## config.mk

```make
export PLATFORM = sky130hd
export DESIGN_NAME = led_code_ctrl_flat
export DESIGN_NICKNAME = d
export VERILOG_FILES = /design/src/rtl/led_code_ctrl_if.sv /design/src/rtl/led_code_ctrl.sv /design/src/flat_wrapper.sv
export SDC_FILE = /design/constraint.sdc
export NUM_CORES = 1
export LEC_CHECK = 0
export ABC_AREA = 1
export CORE_MARGIN = 1
export CORE_UTILIZATION = 50
export CTS_BUF_LIST = sky130_fd_sc_hd__clkbuf_16
export DETAILED_ROUTE_END_ITERATION = 10
export PLACE_DENSITY = 0.69
export SYNTH_ARGS = -nofsm -noshare
export SYNTH_HDL_FRONTEND = slang
export SYNTH_SLANG_ARGS = --single-unit
```

## constraint.sdc

```tcl
create_clock -name clk -period 2.6 [get_ports clk]
set_clock_uncertainty 0.1 [all_clocks]
set_input_delay 0.78 -clock clk [delete_from_list [all_inputs] [get_ports clk]]
set_output_delay 0.78 -clock clk [all_outputs]
set_load 0.05 [all_outputs]
```

## src/rtl/led_code_ctrl_if.sv

```systemverilog
`default_nettype none
// ============================================================================
// Module   : led_code_ctrl_if
// Brief    : Heartbeat, error-code and LED status signals of the LED stage.
// Revision : 1.0 - initial release
// ============================================================================
interface led_code_ctrl_if;
    logic       heartbeat_in;
    logic [2:0] err_code;
    logic       err_valid;
    logic       err_clr;
    logic       led_out;
    logic       busy;
    logic [2:0] code_active;

    modport master (
        output heartbeat_in, err_code, err_valid, err_clr,
        input  led_out, busy, code_active
    );

    modport slave (
        input  heartbeat_in, err_code, err_valid, err_clr,
        output led_out, busy, code_active
    );
endinterface
`default_nettype wire

```

## src/rtl/led_code_ctrl.sv

```systemverilog
`default_nettype none
// ============================================================================
// Module   : led_code_ctrl
// Brief    : Status-LED driver: heartbeat pass-through or repeating blink code.
// Revision : 1.0 - initial release
// ============================================================================
module led_code_ctrl #(
    parameter logic [24:0] TICK_DIV  = 25'd12500000,
    parameter logic [3:0]  ON_TICKS  = 4'd1,
    parameter logic [3:0]  OFF_TICKS = 4'd1,
    parameter logic [3:0]  GAP_TICKS = 4'd4,
    parameter logic        LED_ON    = 1'b0
) (
    input  wire logic      clk,
    input  wire logic      rst,
    led_code_ctrl_if.slave bus
);

    localparam logic [1:0] c_IDLE = 2'd0;
    localparam logic [1:0] c_ON   = 2'd1;
    localparam logic [1:0] c_OFF  = 2'd2;
    localparam logic [1:0] c_GAP  = 2'd3;

    logic [24:0] cnt_q;
    logic [2:0]  latch_q;
    logic [1:0]  state_q,  state_d;
    logic [3:0]  phase_q,  phase_d;
    logic [2:0]  rem_q,    rem_d;
    logic        led_q,    led_d;
    logic        busy_q,   busy_d;
    logic [2:0]  code_q,   code_d;
    logic        w_tick;

    // Free-running prescaler; FSM activity never restarts it.
    assign w_tick = (cnt_q == TICK_DIV - 25'd1);

    always_ff @(posedge clk or negedge rst) begin
        if (!rst) begin
            cnt_q <= 25'd0;
        end else if (w_tick) begin
            cnt_q <= 25'd0;
        end else begin
            cnt_q <= cnt_q + 25'd1;
        end
    end

    always_ff @(posedge clk or negedge rst) begin
        if (!rst) begin
            latch_q <= 3'd0;
        end else if (bus.err_valid && (bus.err_code != 3'd0)) begin
            latch_q <= bus.err_code;
        end else if (bus.err_clr) begin
            latch_q <= 3'd0;
        end
    end

    always_comb begin
        state_d = state_q;
        phase_d = phase_q;
        rem_d   = rem_q;
        led_d   = led_q;
        busy_d  = busy_q;
        code_d  = code_q;
        if (w_tick) begin
            phase_d = phase_q + 4'd1;
        end
        case (state_q)
            c_IDLE: begin
                led_d = bus.heartbeat_in;
                if (w_tick && (latch_q != 3'd0)) begin
                    state_d = c_ON;
                    code_d  = latch_q;
                    rem_d   = latch_q;
                    busy_d  = 1'b1;
                    led_d   = LED_ON;
                end
            end
            c_ON: begin
                if (w_tick && (phase_q == ON_TICKS - 4'd1)) begin
                    rem_d   = rem_q - 3'd1;
                    state_d = c_OFF;
                    led_d   = ~LED_ON;
                end
            end
            c_OFF: begin
                if (w_tick && (phase_q == OFF_TICKS - 4'd1)) begin
                    if (rem_q != 3'd0) begin
                        state_d = c_ON;
                        led_d   = LED_ON;
                    end else begin
                        state_d = c_GAP;
                    end
                end
            end
            c_GAP: begin
                // A code loaded mid-sequence is picked up only here.
                if (w_tick && (phase_q == GAP_TICKS - 4'd1)) begin
                    if (latch_q == 3'd0) begin
                        state_d = c_IDLE;
                        busy_d  = 1'b0;
                        code_d  = 3'd0;
                        led_d   = bus.heartbeat_in;
                    end else begin
                        state_d = c_ON;
                        code_d  = latch_q;
                        rem_d   = latch_q;
                        led_d   = LED_ON;
                    end
                end
            end
            default: begin
                state_d = c_IDLE;
                busy_d  = 1'b0;
                code_d  = 3'd0;
                led_d   = ~LED_ON;
            end
        endcase
        if (state_d != state_q) begin
            phase_d = 4'd0;
        end
    end

    always_ff @(posedge clk or negedge rst) begin
        if (!rst) begin
            state_q <= c_IDLE;
            phase_q <= 4'd0;
            rem_q   <= 3'd0;
            led_q   <= ~LED_ON;
            busy_q  <= 1'b0;
            code_q  <= 3'd0;
        end else begin
            state_q <= state_d;
            phase_q <= phase_d;
            rem_q   <= rem_d;
            led_q   <= led_d;
            busy_q  <= busy_d;
            code_q  <= code_d;
        end
    end

    assign bus.led_out     = led_q;
    assign bus.busy        = busy_q;
    assign bus.code_active = code_q;

endmodule
`default_nettype wire

```

## src/flat_wrapper.sv

```systemverilog
// flat-port wrapper written by rule: the top's interface ports become plain ports
module led_code_ctrl_flat 
#(
    parameter logic [24:0] TICK_DIV  = 25'd12500000,
    parameter logic [3:0]  ON_TICKS  = 4'd1,
    parameter logic [3:0]  OFF_TICKS = 4'd1,
    parameter logic [3:0]  GAP_TICKS = 4'd4,
    parameter logic        LED_ON    = 1'b0
)
  (clk, rst, bus_heartbeat_in, bus_err_code, bus_err_valid, bus_err_clr, bus_led_out, bus_busy, bus_code_active);
  led_code_ctrl_if bus_i ();
  input  wire logic clk;
  input  wire logic rst;
  input wire logic [$bits(bus_i.heartbeat_in)-1:0] bus_heartbeat_in;
  input wire logic [$bits(bus_i.err_code)-1:0] bus_err_code;
  input wire logic [$bits(bus_i.err_valid)-1:0] bus_err_valid;
  input wire logic [$bits(bus_i.err_clr)-1:0] bus_err_clr;
  output wire logic [$bits(bus_i.led_out)-1:0] bus_led_out;
  output wire logic [$bits(bus_i.busy)-1:0] bus_busy;
  output wire logic [$bits(bus_i.code_active)-1:0] bus_code_active;
  assign bus_i.heartbeat_in = bus_heartbeat_in;
  assign bus_i.err_code = bus_err_code;
  assign bus_i.err_valid = bus_err_valid;
  assign bus_i.err_clr = bus_err_clr;
  assign bus_led_out = bus_i.led_out;
  assign bus_busy = bus_i.busy;
  assign bus_code_active = bus_i.code_active;
  led_code_ctrl #(.TICK_DIV(TICK_DIV), .ON_TICKS(ON_TICKS), .OFF_TICKS(OFF_TICKS), .GAP_TICKS(GAP_TICKS), .LED_ON(LED_ON)) u_core (.clk(clk), .rst(rst), .bus(bus_i));
endmodule
```

Word level (Yosys, flattened, before mapping)
Index checks and enable logic that the tools add are counted.
- $add $sub $neg: 3
- equal/unequal tests: 13
- mux-type cells: 31
- reduce and logical (&&, ||, !) cells: 18
- operators by type and width (cell ; count):
    25-bit by 1-bit adder with 25-bit output (second input constant) ; 1
    25-bit by 24-bit equality test with 1-bit output (second input constant) ; 1
    25-bit two-way mux ; 1
    3-bit two-way mux ; 8
    2-bit by 1-bit != test with 1-bit output (second input constant) ; 6
    3-bit nonzero test ; 4
    1-bit two-way mux ; 10
    2-bit two-way mux ; 5
    3-bit one-hot mux with 3 select lines ; 1
    4-bit two-way mux ; 2
    2-bit one-hot mux with 4 select lines ; 1
    4-bit AND reduction ; 2
    3-bit one-hot mux with 2 select lines ; 1
    2-bit nonzero test ; 3
    5-bit AND reduction ; 1
    4-bit by 1-bit adder with 4-bit output (second input constant) ; 1
    2-bit equality test (second input constant) ; 2
    4-bit by 2-bit equality test with 1-bit output (second input constant) ; 1
    1-bit logical AND ; 4
    4-bit logical NOT ; 1
    1-bit one-hot mux with 4 select lines ; 1
    3-bit logical NOT ; 1
    3-bit AND reduction ; 1
    3-bit by 1-bit subtractor with 3-bit output (second input constant) ; 1
    5 further kinds ; 5
- bits in registers: 42
- input port bits: 8
- output and inout bits: 5
- logic and storage cells: 73

Logic depth before layout (Yosys ltp)
- depth after elaboration: 6
- depth in mapped cells: 15
- mapped depth without buffers: 15

Least setup slack after synthesis
No wires, ideal clock.
- path type: register to register
- start point: register u_core.cnt_q[0]
- end point: register u_core.cnt_q[22]
- library setup time: 0.117 ns
- arrival time: 1.613 ns
- data required time: 2.383 ns
- path slack: 0.770 ns
- stages on the path, launching flop included: 15
- path buffers: 0
- clock period less this slack: 1.830 ns
- path through: dfrtp_1 > ha_1 > nand2_1 > nor2_2 > nand3_1 > inv_1 > nand3_2 > nor2_2 > nand2_2 > inv_1 > nand4_1 > nor2_1 > nand3_1 > o21ai_1 > inv_1
- word-level cells in the longest chain between the ends: 2
- elaborated cells on any way between the ends: 3
- those cells by class: add/sub: 1; eq/ne: 1; mux: 1
- ends and longest elaborated chain (what ; line ; RTL):
    from (decl) ; led_code_ctrl.sv:24 ; logic [24:0] cnt_q;
    from (signal assigned) ; led_code_ctrl.sv:43 ; cnt_q <= cnt_q + 25'd1;
    25-bit by 1-bit adder with 25-bit output or 25-bit by 24-bit equality test with 1-bit output (tied branches) ; led_code_ctrl.sv:43, led_code_ctrl.sv:35 ;
    25-bit two-way mux (*) ; led_code_ctrl.sv:40 ; end else if (w_tick) begin
Every way passes the cells marked *; elsewhere a longest branch is shown, timed or not.
A chain may end at the register's enable or synchronous reset.

Worst setup path after layout
- start point: register u_core.led_q (netlist: u_core.bus.led_out)
- end point: output bus_led_out
- RTL lines (what ; line ; RTL):
    from (decl) ; led_code_ctrl.sv:29 ; logic led_q, led_d;
    from (signal assigned) ; led_code_ctrl.sv:128 ; led_q <= ~LED_ON;
    from (signal assigned) ; led_code_ctrl.sv:135 ; led_q <= led_d;
    to (decl) ; flat_wrapper.sv:18 ; output wire logic [$bits(bus_i.led_out)-1:0] bus_led_out;
No word-level cell between the ends.

==> results.rst <==
.. list-table::
   :header-rows: 1

   * - Metric
     - Value
   * - Number of buffers inserted by hold repair at cts
     - 0
   * - Number of distinct library cells after synthesis
     - 33
   * - Clock network fraction of total power
     - 0.530
   * - TritonCTS clock tree
     - done
   * - Critical R2R Capture
     - u_core.bus.code_active[0]$_DFFE_PN0P_
   * - Max Freq
     - 403.9 MHz
   * - Wire length of the first global-routing pass
     - 8507 µm
   * - Cell count after synthesis
     - 300
   * - FF+latch count, synth
     - 42
   * - Number of buffers added on ports
     - 12
   * - RePlAce Congestion
     - 0.8199
   * - Crit-path slowest cell
     - clkdlybuf4s50_1
   * - Fraction of power consumed by combinational cells
     - 0.029
   * - Fin Setup TNS
     - 0 ps
   * - Worst Path Required
     - 1720 ps
   * - Count of nets left with antenna violations after detail routing
     - 0
   * - Remaining design rule violation count
     - 0
   * - Cell with the most instances after synthesis
     - nand2_1
   * - Switching share of power
     - 0.1848
   * - Num rows
     - 25
   * - Die X-Extent
     - 72.36 µm
   * - Post-CTS Setup Inserts
     - 0
   * - Slew @ Worst Pin
     - 500.9 ps
   * - Length in cells of the worst reg-to-reg path
     - 12
   * - Overall die area
     - 0.005235 mm²
   * - Synth top area share
     - 0.4146
   * - Area overhead of the layout relative to synthesis
     - 15.82%
   * - Warnings from Yosys
     - 0
   * - Power per standard cell area
     - 522.8 mW/mm²
   * - Skew-Pair Late Insertion Delay
     - 280 ps
   * - Maximum buffer depth of the clock tree
     - 2
   * - Reported net switching power
     - 0.2769 mW
   * - Synth Net Count
     - 317
   * - CTS H-tree lvls
     - 2
   * - Number of buffers created by CTS
     - 5
   * - Kind of path behind the tightest hold check
     - primary input to async pin
   * - Cell chain of the critical path
     - clkdlybuf4s50_1
   * - Boundary Pins
     - 13
   * - Number of max-slew violations in the final report
     - 0
   * - Endpoint type of the worst setup path
     - primary output
   * - Final period utilization
     - 0.9523
   * - Combined area of all synthesized cells
     - 0.002475 mm²
   * - RSZ-0062 raised after global routing
     - no
   * - Wire length per cell
     - 12.30 µm
   * - Internal power summed over all cells
     - 1.222 mW
   * - Number of iterations in the first detailed-routing pass
     - 4
   * - Starting utilization of the core area
     - 0.5205
   * - Final setup viols
     - 0
   * - Part of the power in registers
     - 0.441
   * - Proportion of register bits with asynchronous set or reset after synthesis
     - 1.000
   * - Worst EP arrival
     - 1600 ps
   * - Launching element type of the critical path
     - flop
   * - Critical path class
     - flop to primary output
   * - WL final
     - 4773 µm
   * - Final hold violation count
     - 0
   * - Cell taking the most area after synthesis
     - dfrtp_1
   * - Post-synth EDFFs
     - 0
   * - Register area
     - 0.001052 mm²
   * - Overall global routing resource usage
     - 0.2067
   * - Clock transition at the registers of the reported paths
     - 60 ps
   * - Layout cells sized above 1
     - 0.1713
   * - Resized cells post-CTS
     - 0
   * - Clock sinks
     - 42
   * - Minimum clock period
     - 2476 ps
   * - HPWL after DPL
     - 3507 µm
   * - Headroom to the max-slew limit
     - 0.6650
   * - Via Count
     - 1988
   * - Buffers & Inverters on Critical Path
     - 1
   * - Global route overflow
     - 0
   * - Reported leakage power
     - 1.414 nW
   * - Setup slack of the most critical reg-to-reg path
     - 480 ps
   * - Status
     - finished clean
   * - # Max-Cap Violations
     - 0
   * - Post-route total power
     - 1.499 mW
   * - Number of filler cells placed in the layout
     - 436
   * - Sequential share of the synthesized area
     - 0.4252
   * - Clock Root Buffer
     - clkbuf_16
   * - Die extent in y
     - 72.36 µm
   * - Area of the multi-input gates
     - 0.001220 mm²
   * - Crit path largest cell delay
     - 790 ps
   * - Critical path peak fanout
     - 2
   * - Pin count of the biggest net entering global routing
     - 23
   * - Area contributors post-synth
     - dfrtp_1 (41%), nand2_1 (7.6%), inv_1 (7.1%)
   * - Family with the most delay on the worst path
     - buffers and inverters
   * - Avg Synthesized Cell Area
     - 8.250 µm²
   * - Ant. Diodes
     - 0
   * - Ratio of routed vias to standard cells
     - 5.124
   * - Prevailing post-synth register cell
     - dfrtp_1
   * - Number of global-route vias before repair
     - 1938
   * - Final #Nets
     - 337
   * - Launching point of the worst reg2reg path
     - u_core.cnt_q[0]$_DFF_PN0_
   * - Most used standard cells in the synthesized netlist
     - nand2_1 (50), inv_1 (47), dfrtp_1 (41), nor2_1 (27)
   * - Placeable core region
     - 0.004755 mm²
   * - Number of violations reported at the end of detailed-routing iteration 0
     - 53
   * - Antenna violations before repair
     - 0
   * - Peak supply drop
     - 0.3237 mV
## sequential cells by signal, summed over array words and instances, names as in the netlist
register,cells
u_core.cnt_q,25
u_core.bus.code_active,3
u_core.state_q,2
u_core.bus.busy,1
u_core.phase_q,4
u_core.bus.led_out,1
u_core.latch_q,3
u_core.rem_q,3
## power by group through the flow
stage	clock, mW	combinational [mW]	sequential (mW)
floorplan	0	0.0109	0.676
global placement	0	0.0441	0.673
detailed placement	0	0.0446	0.673
CTS	0.809	0.0448	0.661
global route	0.828	0.0496	0.662
finish	0.794	0.0431	0.661
## placed cells by master, fill, tap and decap left out, types with 2 or more instances in the layout
cell type	instances
a211oi_1	2
a21oi_1	11
buf_4	2
bufinv_16	2
clkbuf_16	5
clkdlybuf4s50_1	11
dfrtp_1	41
ha_1	9
inv_1	47
inv_2	4
nand2_1	50
nand2_2	13
nand3_1	13
nand3_2	5
nand4_1	8
nand4_2	2
nor2_1	27
nor2_2	7
nor2_4	4
nor3_1	10
nor3_4	2
o211ai_1	2
o21ai_0	13
o21ai_1	9
o221a_2	2
xor2_1	8
## cell type report
class                           count  area share
Sequential cell                    42      0.3671
Clock buffer                        5     0.04365
Inverter                           51     0.06678
Timing Repair Buffer               14     0.04540
Clock inverter                      3     0.02226
Multi-Input combinational cell    206      0.4256
Tap cell                           67     0.02924
## logic make-up after synthesis
family	share of synthesized area
simple gates	0.3140
xor+xnor	0.03185
fa+ha+maj	0.04550
flops	0.4252
buf+inv	0.08190
mux	0.004550
compound gates	0.09706
## through the flow
step                        util  std cells  worst slack, ps  area (µm²)  hold WS (ps)
after floorplan                -        300            770.1        2475         332.9
after global placement    0.5632        380            429.2        2678         344.7
after detailed placement  0.5632        380            420.8        2678         359.6
after CTS                 0.6029        388            117.6        2867         367.3
after global routing      0.6029        388            103.6        2867         398.0
final                     0.6029        388            124.0        2867         352.8
## metal layers
| metal | part of all wire | vias up | GRT usage | wire (µm) |
|---|---|---|---|---|
| li1 | - | 1011 | - | - |
| met1 | 0.50 | 937 | 0.2825 | 2408 |
| met2 | 0.46 | 33 | 0.3396 | 2179 |
| met3 | 0.025 | 7 | 0.02917 | 120 |
| met4 | 0.013 | 0 | 0.06536 | 64 |
| met5 | 0 | - | 0 | 0 |
## worst max-delay path by stage
stage	from	to	slack, ps	depth (start not counted)
6_report	u_core.bus.led_out$_DFFE_PN1P_	bus_led_out	120	1
3_5_place_dp	u_core.bus.led_out$_DFFE_PN1P_	bus_led_out	420	1
5_1_grt	u_core.bus.led_out$_DFFE_PN1P_	bus_led_out	100	1
2_1_floorplan	u_core.cnt_q[0]$_DFF_PN0_	u_core.cnt_q[22]$_DFF_PN0_	770	14
4_1_cts	u_core.bus.led_out$_DFFE_PN1P_	bus_led_out	120	1
3_3_place_gp	u_core.bus.led_out$_DFFE_PN1P_	bus_led_out	430	1
(Power assumes the default switching activity.)
